==> src/rtl/alu_mc.sv <==
// Multi-cycle RV32I ALU with valid/ready handshake; shifts iterate one bit per cycle.
// Define ALU_MC_MUL_EN to build the iterative shift-add multiplier for opcode 1010.
module alu_mc #(
   parameter int unsigned WIDTH = 32
) (
   input  logic             clk,
   input  logic             rst_n,
   input  logic             in_valid,
   output logic             in_ready,
   input  logic [3:0]       ctrl,
   input  logic [WIDTH-1:0] a,
   input  logic [WIDTH-1:0] b,
   output logic             out_valid,
   input  logic             out_ready,
   output logic [WIDTH-1:0] out,
   output logic             out_zero,
   output logic             out_illegal
);
   localparam int unsigned SHW = $clog2(WIDTH);

   typedef enum logic [1:0] {IDLE, BUSY, DONE} state_t;

   state_t           state;
   logic [3:0]       op;
   logic [WIDTH-1:0] acc;
   logic [SHW:0]     cnt;
   logic [WIDTH-1:0] res;
   logic             res_ill;
   logic [WIDTH-1:0] nxt;
   logic             is_shift;
`ifdef ALU_MC_MUL_EN
   logic [WIDTH-1:0] mcand;
   logic [WIDTH-1:0] mplier;
`endif

   assign is_shift = (ctrl == 4'b0101) || (ctrl == 4'b0110) || (ctrl == 4'b0111);

   // Single-cycle results; a shift by zero simply passes a through.
   always_comb begin
      res     = '0;
      res_ill = 1'b0;
      case (ctrl)
         4'b0000: res = a + b;
         4'b0001: res = a - b;
         4'b0010: res = a & b;
         4'b0011: res = a | b;
         4'b0100: res = a ^ b;
         4'b0101,
         4'b0110,
         4'b0111: res = a;
         4'b1000: res = ($signed(a) < $signed(b)) ? WIDTH'(1) : '0;
         4'b1001: res = (a < b) ? WIDTH'(1) : '0;
`ifdef ALU_MC_MUL_EN
         4'b1010: res = '0;
`endif
         default: res_ill = 1'b1;
      endcase
   end

   always_comb begin
      nxt = acc;
      case (op)
         4'b0101: nxt = {acc[WIDTH-2:0], 1'b0};
         4'b0110: nxt = {1'b0, acc[WIDTH-1:1]};
         4'b0111: nxt = {acc[WIDTH-1], acc[WIDTH-1:1]};
`ifdef ALU_MC_MUL_EN
         4'b1010: nxt = mplier[0] ? acc + mcand : acc;
`endif
         default: nxt = acc;
      endcase
   end

   always_ff @(posedge clk) begin
      if (!rst_n) begin
         state       <= IDLE;
         in_ready    <= 1'b1;
         out_valid   <= 1'b0;
         out         <= '0;
         out_zero    <= 1'b0;
         out_illegal <= 1'b0;
         op          <= '0;
         acc         <= '0;
         cnt         <= '0;
      end else begin
         case (state)
            IDLE: begin
               if (in_valid) begin
                  op <= ctrl;
                  if (is_shift && (b[SHW-1:0] != '0)) begin
                     acc      <= a;
                     cnt      <= {1'b0, b[SHW-1:0]};
                     in_ready <= 1'b0;
                     state    <= BUSY;
                  end
`ifdef ALU_MC_MUL_EN
                  else if (ctrl == 4'b1010) begin
                     acc      <= '0;
                     mcand    <= a;
                     mplier   <= b;
                     cnt      <= (SHW+1)'(WIDTH);
                     in_ready <= 1'b0;
                     state    <= BUSY;
                  end
`endif
                  else begin
                     out         <= res;
                     out_zero    <= (res == '0);
                     out_illegal <= res_ill;
                     out_valid   <= 1'b1;
                     in_ready    <= 1'b0;
                     state       <= DONE;
                  end
               end
            end
            BUSY: begin
               acc <= nxt;
               cnt <= cnt - 1'b1;
`ifdef ALU_MC_MUL_EN
               mcand  <= {mcand[WIDTH-2:0], 1'b0};
               mplier <= {1'b0, mplier[WIDTH-1:1]};
`endif
               // Final iteration writes the result straight out, so no extra cycle is spent.
               if (cnt == (SHW+1)'(1)) begin
                  out         <= nxt;
                  out_zero    <= (nxt == '0);
                  out_illegal <= 1'b0;
                  out_valid   <= 1'b1;
                  state       <= DONE;
               end
            end
            DONE: begin
               if (out_ready) begin
                  out_valid <= 1'b0;
                  in_ready  <= 1'b1;
                  state     <= IDLE;
               end
            end
            default: begin
               state     <= IDLE;
               in_ready  <= 1'b1;
               out_valid <= 1'b0;
            end
         endcase
      end
   end

endmodule

==> config.mk <==
export PLATFORM = sky130hd
export DESIGN_NAME = alu_mc
export DESIGN_NICKNAME = d
export VERILOG_FILES = /design/src/rtl/alu_mc.sv
export SDC_FILE = /design/constraint.sdc
export NUM_CORES = 1
export LEC_CHECK = 0
export CAP_MARGIN = 20
export CORE_ASPECT_RATIO = 1.4
export CORE_MARGIN = 2
export CORE_UTILIZATION = 40
export CTS_CLUSTER_SIZE = 25
export DETAILED_ROUTE_END_ITERATION = 10
export HOLD_SLACK_MARGIN = 0.1
export PLACE_DENSITY = 0.65
export SLEW_MARGIN = 15
export SYNTH_ARGS = -nofsm -noshare
export SYNTH_HDL_FRONTEND = slang
export SYNTH_SLANG_ARGS = --single-unit
export TNS_END_PERCENT = 100
==> constraint.sdc <==
create_clock -name clk -period 5.86 [get_ports clk]
set_input_delay 0.586 -clock clk [delete_from_list [all_inputs] [get_ports clk]]
set_output_delay 0.586 -clock clk [all_outputs]
set_load 0.01 [all_outputs]
-- After elaboration in Yosys (flattened, before gate mapping)
Index checks and enable logic that the tools add are counted.
- add/sub/neg operators: 3
- order comparisons: 2
- eq/ne operators: 20
- muxes and demuxes: 36
- bitwise operators: 4
- reduce and logical (&&, ||, !) cells: 17
- operator list (kind ; count):
    32-bit case mux with 8 select lines ; 1
    32-bit 2-to-1 mux ; 5
    32-bit case mux with 2 select lines ; 2
    32-bit case mux with 3 select lines ; 1
    32-bit logical NOT ; 2
    32-bit < comparator ; 2
    32-bit adder ; 1
    32-bit AND ; 1
    32-bit bitwise OR ; 1
    32-bit subtractor ; 1
    32-bit bitwise XOR ; 1
    4-bit by 3-bit == test with 1-bit output (second input constant) ; 7
    1-bit 2-to-1 mux ; 15
    6-bit 2-to-1 mux ; 2
    6-bit case mux with 2 select lines ; 1
    2-bit != test (second input constant) ; 5
    10-bit OR reduction ; 1
    3-bit AND reduction ; 3
    4-bit by 2-bit == test with 1-bit output (second input constant) ; 2
    4-bit == test (second input constant) ; 2
    2-bit 2-to-1 mux ; 4
    4-bit AND reduction ; 2
    6-bit by 1-bit == test with 1-bit output (second input constant) ; 1
    1-bit case mux with 3 select lines ; 2
    15 further kinds ; 17
- flip-flop bits (word level): 80
- input port bits: 72
- output and inout bits: 36
- word-level logic and storage cells: 91

-- Logic depth before layout (Yosys ltp)
Gate-level depths: netlist of run 1.
- depth in word-level cells: 7
- mapped depth: 15
- mapped depth without buffers: 14

-- Least setup slack after synthesis of run 1
Ideal clock, no wire load.
- path type: input -> register
- from: input port b[8]
- to: register out_zero
- setup time: 0.096 ns
- data arrival time: 3.555 ns
- required time: 5.764 ns
- path slack: 2.209 ns
- cell stages on the path: 14
- path buffers: 1
- cell sequence: inv_1 > ha_1 > buf_6 > nand4_1 > or3_1 > a21oi_1 > o21ai_0 > a21oi_1 > o21ai_0 > a31oi_1 > mux2_2 > a22oi_2 > or3b_1 > o41ai_2
- longest elaborated chain between the ends: 7
- elaborated cells between the ends (all ways): 14
- classes of those cells: add/sub: 2; order compare: 2; mux: 6; bitwise: 3; reduce/logical: 1
- ends and longest elaborated chain (item ; line ; RTL):
    start, declared ; 12 ; input logic [WIDTH-1:0] b,
    32-bit < comparator (on tied branches) ; 52, 51 ;
    1-bit 2-to-1 mux (on tied branches) ; 52, 51 ;
    32-bit case mux with 8 select lines * ; 42 ; case (ctrl)
    32-bit logical NOT * ; 107 ; out_zero <= (res == '0);
    1-bit 2-to-1 mux * ; 89 ; if (is_shift && (b[SHW-1:0] != '0)) begin
    1-bit 2-to-1 mux * ; 87 ; if (in_valid) begin
    1-bit case mux with 2 select lines * ; 85 ; case (state)
    end signal, assigned ; 107 ;
    end signal, assigned ; 125 ; out_zero <= (nxt == '0);
    end, declared ; 16 ; output logic out_zero,
Every way passes the cells marked *; elsewhere a longest branch is shown, timed or not. The select of a mux whose other input is x is not followed.
A chain may end at the register's enable or synchronous reset.

-- Final worst setup path of run 1
- from: input port a[9]
- to: register out_zero
- longest elaborated chain between the ends: 7
- elaborated cells between the ends (all ways): 14
- classes of those cells: add/sub: 2; order compare: 2; mux: 6; bitwise: 3; reduce/logical: 1
- ends and longest elaborated chain (item ; line ; RTL):
    start, declared ; 11 ; input logic [WIDTH-1:0] a,
    32-bit < comparator (on tied branches) ; 52, 51 ;
    1-bit 2-to-1 mux (on tied branches) ; 52, 51 ;
    32-bit case mux with 8 select lines * ; 42 ;
    32-bit logical NOT * ; 107 ;
    1-bit 2-to-1 mux * ; 89 ;
    1-bit 2-to-1 mux * ; 87 ;
    1-bit case mux with 2 select lines * ; 85 ;
Marks and branches as above.

==> metrics.cfg, run 1 <==
[sta]
setup_tns_ns=0
finalSetupViolCount=0
slew_violations=0
finalCritPeriodShare_pct=85.7
hold_violations=0
maxSlewHeadroom_pct=23.7
whs_ns=0.451
postLayoutSetupSlackWorst_ns=0.840
skew_ns=0.00961
fmax_mhz=199
rsz0062_at_grt=false
period_needed_ns=5.02
worst_pin_slew_ns=1.13

[critical_path]
critPathLaunchType=primary input
crit_fanout=16
critPathKind=in -> reg
arrival_ns=5.28
end_kind=register
crit_required_ns=6.12

[detailed_routing]
drt_iter0_drc=1443
wire_per_inst_um=22.5
drc=0
vias=11575
first_pass_iters=7
viasPerCell=6.51
ant_nets=0
wl_mm=40.0

[clock_network]
cts-root-buf=clkbuf_16
insertion_delay_ns=0.36
cts_buffer_depth=2
cts_max_level=3
cts_made_buffers=9
path_clk_slew_ns=0.06
post_cts_buffers=0
cts.repair.resized=0
cts_tree=yes
postCtsHoldBufs=0
clock_sinks=80

[die]
core_mm2=0.0254
die_w_um=140
dieHeight_um=194
io_pins=108
die-area_mm2=0.0271
initial_core_util_pct=40.6
num_rows=69

[power_and_ir_drop]
peakVddDrop_v=0.000201
fin_total_pwr_mw=2.19
p_per_area_mw_per_mm2=185
power_leakage_nw=4.60

[layout]
nets=1644
final_layout_size_suffix_gt1_share_pct=7.67
n_antenna_cell=0
area_delta_synth_final_pct=14.9
final_cell_count_no_fill=1779
fillers=2624

[worst_hold_path]
hold_path_class=reg -> reg

[logic_synthesis]
synth_nets=1598
synth_top_cell_by_area=dfxtp_1
synthArstFlopShare_pct=0
syn_inst=1409
netlist_area_mm2=0.0103
synth_edf_count=0
synth_area_leaders=dfxtp_1, ha_1, a21oi_1, nand2_1, a222oi_1
ys_top_cells_by_count=nand2_1, a21oi_1, ha_1
yosysTopAreaCellShare_pct=15.6
synth_warnings=0
syn-mean-instance-area_um2=7.31
synth.distinct_cells=109
yosys_most_used_dff=dfxtp_1
synth-seq-cells=80
ys_seq_area_share_pct=15.6
synth_most_common_cell=nand2_1

[run]
max_cap_violations=0

[grt]
first_global_vias=10834
grt_use_total_pct=28.5
grt_pass1_wl_mm=62.0
overflow=0
grt_start_max_net_pins=76
antenna_found_initial=0

[status]
status=finished clean

[place]
dpl.cell_count=1762
globalplace.congestion=1.01
hpwl_mm=30.5
portBuffers=107
dp_slack_ns=0.555

## cell usage in the layout, fill, tap and decap left out, drive strengths merged, types with 18 or more instances in the layout
master,synthesis,final
o31ai,18,18
nor4,19,19
nor3,29,29
o211ai,43,43
a211oi,30,30
buf,29,34
a21oi,145,145
a222oi,40,40
o21ai,84,84
nor2,107,107
inv,99,100
nand2,148,148
nand4,23,23
nand3,28,28
clkdlybuf4s50,0,107
dfxtp,80,80
ha,115,115
## flip-flops by register name, summed over array words and instances, names as in the netlist
register,count
in_ready,1
out,32
state,2
cnt,6
out_zero,1
acc,32
out_illegal,1
out_valid,1
op,4
## power breakdown
part / switching [mW] / total (mW) / leakage [nW] / internal, mW
Sequential: 0.0313 / 0.612 / 0.652 / 0.581
Clock: 0.243 / 0.630 / 0.163 / 0.387
Combinational: 0.586 / 0.946 / 3.78 / 0.360
## cell type report
cell class,instances,area [um^2],area share [%]
clock inverter,6,91.3,0.772
sequential,80,1600,13.5
clock buffer,10,239,2.02
tap,319,399,3.38
timing repair buffer,141,1330,11.2
multi-input combinational,1124,7790,65.9
inverter,99,372,3.14
## worst max-delay path, cell delays in order
cell and delay [ns]:
clkdlybuf4s50_1 0.58, inv_1 0.15, ha_1 0.72, nand2_1 0.23, o211a_1 0.28, o31ai_1 0.62, o21ai_0 0.26, a21oi_1 0.18
buf_4 0.17, o21ai_0 0.08, a31oi_1 0.26, mux2_2 0.37, a22oi_2 0.19, or3b_1 0.40, o41ai_2 0.20
## final timing paths
kind,from,slack [ns],cells after the start,endpoint
setup reg to reg,state[1],1.88,11,out_zero
hold / removal,out[18],0.45,2,out[18]
hold reg to reg,out[18],0.45,2,out[18]
setup / recovery,a[9],0.84,15,out_zero
## cells by family (layout without fill, tap and decap cells)
family                     after synthesis  in the layout  share of synthesized area (%)
AOI/OAI and AO/OA                      533            533                           37.0
muxes                                   17             17                           1.74
xor gates and xnor gates                 9              9                          0.766
DFF                                     80             80                           15.6
adders and majority gates              117            117                           14.4
and+or+nand+nor                        448            448                           21.5
buffers and inverters                  205            256                           9.07
## through the flow
| stage | util (%) | cell area (um^2) |
|---|---|---|
| global placement | 45.3 | 11500 |
| floorplan | - | 10300 |
| finish | 46.6 | 11800 |
| detailed placement | 45.3 | 11500 |
| global route | 46.6 | 11800 |
| CTS | 46.6 | 11800 |
## per-layer routing
| layer | vias to the layer above | wire length [um] | part of all wire [%] | track usage [%] |
|---|---|---|---|---|
| met2 | 556 | 19200 | 48 | 48.0 |
| met1 | 5579 | 16600 | 41 | 37.8 |
| met4 | 0 | 1370 | 3.4 | 10.4 |
| met5 | - | 0 | 0 | 0 |
| met3 | 89 | 2840 | 7.1 | 3.01 |
| li1 | 5351 | - | - | - |
(Power assumes the default switching activity.)
==> run 2: changes to the inputs <==
--- a/config.mk
+++ b/config.mk
@@ -13,8 +13,9 @@
 export DETAILED_ROUTE_END_ITERATION = 10
 export HOLD_SLACK_MARGIN = 0.1
 export PLACE_DENSITY = 0.65
+export SETUP_SLACK_MARGIN = 0.5
 export SLEW_MARGIN = 15
 export SYNTH_ARGS = -nofsm -noshare
 export SYNTH_HDL_FRONTEND = slang
 export SYNTH_SLANG_ARGS = --single-unit
-export TNS_END_PERCENT = 100
+export TNS_END_PERCENT = 20
==> run 2 against run 1 <==
Against the previous run: clock-buffer cell count is the same; clock power is essentially flat; cell area is essentially flat; sequential share of layout area is essentially flat; critical endpoint unchanged; global-route usage is the same; clock skew is essentially flat; die area is the same; largest cell class unchanged; highest routed layer unchanged; flip-flop and latch count is the same; setup slack gained 0.043 ns.
==> metrics.cfg, run 2 (synthesis gave the netlist of run 1 again) <==
[status]
status=finished clean

[critical_path]
arrival_ns=5.24
critPathLaunchType=primary input
cp_top_family=compound AO/OA/AOI/OAI gates
critical_path.startpoint=a[9]
path_common_cell=o21ai_0
end_kind=register
critPathSlowestCell=ha_1
rr_endpoint=out_zero
path_buf_inv=3
crit_cells=15
crit_fanout=16
path_cells=clkdlybuf4s50_1, inv_1, ha_1, nand2_1, o211a_1, o31ai_1, o21ai_0, a21oi_1, buf_4, o21ai_0, a31oi_1, mux2_2, a22oi_2, or3b_1, o41ai_2
regToRegSetupSlack_ns=1.90
crit_required_ns=6.12
r2r_start=state[1]
critPathKind=in -> reg
slowest_delay_ns=0.72
r2r_cells=11

[run]
max_cap_violations=0

[worst_hold_path]
hold_path_class=reg -> reg
min-delay-start=out[18]
holdPathEnd=out[18]
whs_path_depth=2

[grt]
grt_use_total_pct=28.5
overflow=0
antenna_found_initial=0
first_global_vias=10834
grt_start_max_net_pins=76
grt_pass1_wl_mm=62.0

[die]
initial_core_util_pct=40.6
core_mm2=0.0254
die_w_um=140
dieHeight_um=194
num_rows=69
io_pins=108
die-area_mm2=0.0271

[layout]
final_cell_count_no_fill=1779
fin_util_pct=46.6
n_antenna_cell=0
final_common_cell=nand2_1
postLayoutCellArea_mm2=0.0118
layout_common_cells=nand2_1, a21oi_1, ha_1
nets=1644
area_delta_synth_final_pct=14.9
top_regs=acc (32), out (32), cnt (6)
final_layout_size_suffix_gt1_share_pct=7.74

[detailed_routing]
wire_per_inst_um=22.4
ant_nets=0
vias=11525
first_pass_iters=7
drt_iter0_drc=1449
wl_mm=39.9
viasPerCell=6.48
drc=0

[clock_network]
cts-root-buf=clkbuf_16
cts_tree=yes
cts_buffer_depth=2
path_clk_slew_ns=0.06
clock_sinks=80
post_cts_buffers=0
insertion_delay_ns=0.36
cts_made_buffers=9
cts_max_level=3

[power_and_ir_drop]
power_frac_clock_pct=28.9
switching_power_uw=862
power_frac_seq_pct=28.0
comb_power_share_pct=43.2
internal_power_mw=1.33
p_per_area_mw_per_mm2=185
peakVddDrop_v=0.000202
fin_total_pwr_mw=2.19
power_leakage_nw=4.60
p_sw_share_pct=39.3

[sta]
maxSlewHeadroom_pct=23.9
finalCritPeriodShare_pct=84.9
fmax_mhz=201
rsz0062_at_grt=false
postLayoutSetupSlackWorst_ns=0.883
skew_ns=0.00980
finalSetupViolCount=0
setup_tns_ns=0
hold_violations=0
slew_violations=0
period_needed_ns=4.98
whs_ns=0.449
worst_pin_slew_ns=1.13

[place]
portBuffers=107
hpwl_mm=30.5
dpl.cell_count=1762
dp_slack_ns=0.555
globalplace.congestion=1.01
place_area_mm2=0.0115

## run 2: worst max path at each step
| stage | slack, ns | end |
|---|---|---|
| after global routing | 0.67 | out_zero |
| after floorplan | 2.21 | out_zero |
| after detailed placement | 0.55 | out_zero |
| final | 0.88 | out_zero |
| after CTS | 0.93 | out_zero |
| after global placement | 0.58 | out_zero |
## run 2: layer usage
metal | part of all wire (%) | wire, um | GRT usage [%]
met3 | 7.2 | 2880 | 3.01
met2 | 48 | 19100 | 48.0
met1 | 42 | 16600 | 37.8
met4 | 3.4 | 1380 | 10.4
met5 | 0 | 0 | 0
## run 2: repair_timing
action	CTS	global route
hold buffers	0	0
setup endpoints to repair	0	1
gates resized for setup	0	1
## run 2: cell type report
| cell class | instances | area (um^2) |
|---|---|---|
| fill | 2623 | 13600 |
| multi-input combinational | 1124 | 7800 |
| sequential | 80 | 1600 |
| timing repair buffer | 141 | 1330 |
| tap | 319 | 399 |
| inverter | 99 | 372 |
| clock buffer | 10 | 239 |
| clock inverter | 6 | 91.3 |
## run 2: power groups by stage
stage / clock [mW] / combinational, mW / sequential [mW]
after floorplan: 0 / 0.600 / 0.623
after global placement: 0 / 0.916 / 0.623
after detailed placement: 0 / 0.920 / 0.624
after CTS: 0.645 / 0.924 / 0.612
after global routing: 0.662 / 1.02 / 0.618
final: 0.632 / 0.946 / 0.613
## run 2: tightest hold or removal path: stages (launching register included)
cell     delay, ns
dfxtp_1       0.31
nand2_1       0.05
a21oi_1       0.05
==> run 3: changes to the inputs <==
--- a/config.mk
+++ b/config.mk
@@ -12,7 +12,7 @@
 export CTS_CLUSTER_SIZE = 25
 export DETAILED_ROUTE_END_ITERATION = 10
 export HOLD_SLACK_MARGIN = 0.1
-export PLACE_DENSITY = 0.65
+export PLACE_DENSITY = 0.67
 export SETUP_SLACK_MARGIN = 0.5
 export SLEW_MARGIN = 15
 export SYNTH_ARGS = -nofsm -noshare
==> constraint.sdc (replaced) <==
create_clock -name clk -period 4.1 [get_ports clk]
set_input_delay 0.41 -clock clk [delete_from_list [all_inputs] [get_ports clk]]
set_output_delay 0.41 -clock clk [all_outputs]
set_load 0.01 [all_outputs]
==> run 3 against run 2 <==
Against the previous run: first-iteration DRC count shrank 23%; combinational power is 100% higher; largest cell class unchanged; the run now ends with design-rule violations left; non-clock buffer count up 342; largest power group unchanged; critical path depth up 1; clock skew is 0.00068 ns higher; via count increased by 12%; sequential power is 42% higher; setup slack worse by 0.49 ns.
==> metrics.cfg, run 3 (synthesis gave the netlist of run 1 again) <==
[status]
status=finished, violations left
failed_checks=design-rule violations

[worst_hold_path]
hold_path_class=reg -> reg

[detailed_routing]
wire_per_inst_um=21.3
first_pass_iters=11
drt_iter0_drc=1122
drc=3
wl_mm=45.2
ant_nets=0
vias=12945
viasPerCell=6.10

[clock_network]
path_clk_slew_ns=0.06
cts_made_buffers=9
cts_buffer_depth=2
clock_sinks=80
cts_max_level=3
cts_tree=yes
cts-root-buf=clkbuf_16
insertion_delay_ns=0.35

[sta]
slew_violations=0
setup_tns_ns=0
hold_violations=0
fmax_mhz=270
rsz0062_at_grt=true
period_needed_ns=3.71
skew_ns=0.0105
worst_pin_slew_ns=0.897
finalCritPeriodShare_pct=90.4
maxSlewHeadroom_pct=40.1
finalSetupViolCount=0

[place]
globalplace.congestion=0.982
hpwl_mm=36.5
portBuffers=107
dpl.cell_count=2065

[layout]
area_delta_synth_final_pct=47.1
final_layout_size_suffix_gt1_share_pct=31.0
fillers=2406
multi_input_area_mm2=0.00841
final_common_cell=buf_4
final_cell_count_no_fill=2121
fin_util_pct=59.6
nets=1986
top_regs=acc (32), out (32), cnt (6)
n_antenna_cell=0
seq_area_mm2=0.00160
layout_common_cells=buf_4, nand2_1, a21oi_1

[critical_path]
critPathSlowestCell=a21boi_0
arrival_ns=3.98
slowest_delay_ns=0.58
path_cells=clkdlybuf4s50_1, buf_4, buf_4, nor4b_2, buf_4, buf_4, buf_4, nand2_1, o21ai_0, a211oi_1, a2111oi_0, o21ai_0, a21boi_0, buf_4, o211ai_1, a21oi_1
critPathKind=in -> reg
path_common_cell=buf_4
crit_fanout=8
crit_required_ns=4.37
regToRegSetupSlack_ns=0.82
critPathLaunchType=primary input
end_kind=register

[die]
die_w_um=140
num_rows=69
initial_core_util_pct=40.6
io_pins=108
core_mm2=0.0254
dieHeight_um=194
die-area_mm2=0.0271

[power_and_ir_drop]
p_sw_share_pct=37.6
switching_power_mw=1.39
p_per_area_mw_per_mm2=244
power_frac_seq_pct=23.6
power_frac_clock_pct=24.8
internal_power_mw=2.31
comb_power_share_pct=51.6
peakVddDrop_v=0.000546
power_leakage_nw=6.39

[run]
max_cap_violations=0

[grt]
grt_pass1_wl_mm=69.7
overflow=0
antenna_found_initial=1
first_global_vias=12555
grt_start_max_net_pins=51
grt_use_total_pct=32.3

run 3: cell count changes in the layout (fill, tap and decap cells not counted), moves of 8 or more:
| cell | before | now |
|---|---|---|
| buf_4 | 34 | 353 |
| clkdlybuf4s50_1 | 107 | 74 |
| inv_1 | 94 | 66 |
| inv_2 | 5 | 32 |
| ha_1 | 115 | 90 |
| ha_4 | 0 | 23 |
| buf_6 | 0 | 16 |
| dlygate4sd2_1 | 0 | 16 |
| o21ai_0 | 79 | 69 |
| clkdlybuf4s15_1 | 0 | 8 |
run 3: power groups by stage:
| stage | clock [mW] | sequential, mW | combinational [mW] |
|---|---|---|---|
| after floorplan | 0 | 0.891 | 0.858 |
| final | 0.917 | 0.872 | 1.91 |
| after global placement | 0 | 0.887 | 1.69 |
| after detailed placement | 0 | 0.888 | 1.70 |
| after global routing | 0.946 | 0.878 | 2.04 |
| after CTS | 0.919 | 0.871 | 1.87 |
run 3: layer usage:
metal / track usage [%] / routed length [um] / vias up
li1: - / - / 6066
met1: 39.1 / 18000 / 6126
met2: 56.4 / 21900 / 604
met3: 3.48 / 2850 / 147
met4: 16.1 / 2420 / 2
met5: 0 / 10 / -
run 3: layout make-up:
type	count	share of cell area, %
Multi-Input combinational cell	1124	55.6
Timing Repair Buffer	483	26.5
Sequential cell	80	10.6
Tap cell	319	2.64
Inverter	99	2.47
Clock buffer	11	1.67
Clock inverter	5	0.570
run 3: what timing repair did:
item | in CTS | in global routing
endpoints found under the setup margin | 15 | 8
resized for setup | 215 | 5
hold buffers | 0 | 0
buffers inserted | 40 | 0
pin swaps | 50 | 1
run 3: metrics by stage:
step                setup WS [ns]  instance area (um^2)  power [mW]  hold slack (ns)
floorplan                   0.625                 10300        1.75            0.441
global placement           -0.504                 13800        2.58            0.439
detailed placement         -0.502                 13800        2.59            0.443
CTS                         0.500                 15100        3.66            0.451
global route                0.211                 15100        3.86            0.470
finish                      0.393                 15100        3.70            0.448
run 3: path summary, 6_finish.rpt:
path	startpoint	endpoint	cells past startpoint
setup / recovery	ctrl[0]	out[19]	16
hold / removal	out[16]	out[16]	2
setup reg to reg	op[2]	out_zero	9
hold reg to reg	out[16]	out[16]	2
run 3: critical path, delay by kind of cell:
kind	cells	cell delay [ns]
buffers and inverters	7	1.49
AND/OR/NAND/NOR	2	0.50
AO/OA/AOI/OAI	7	1.55
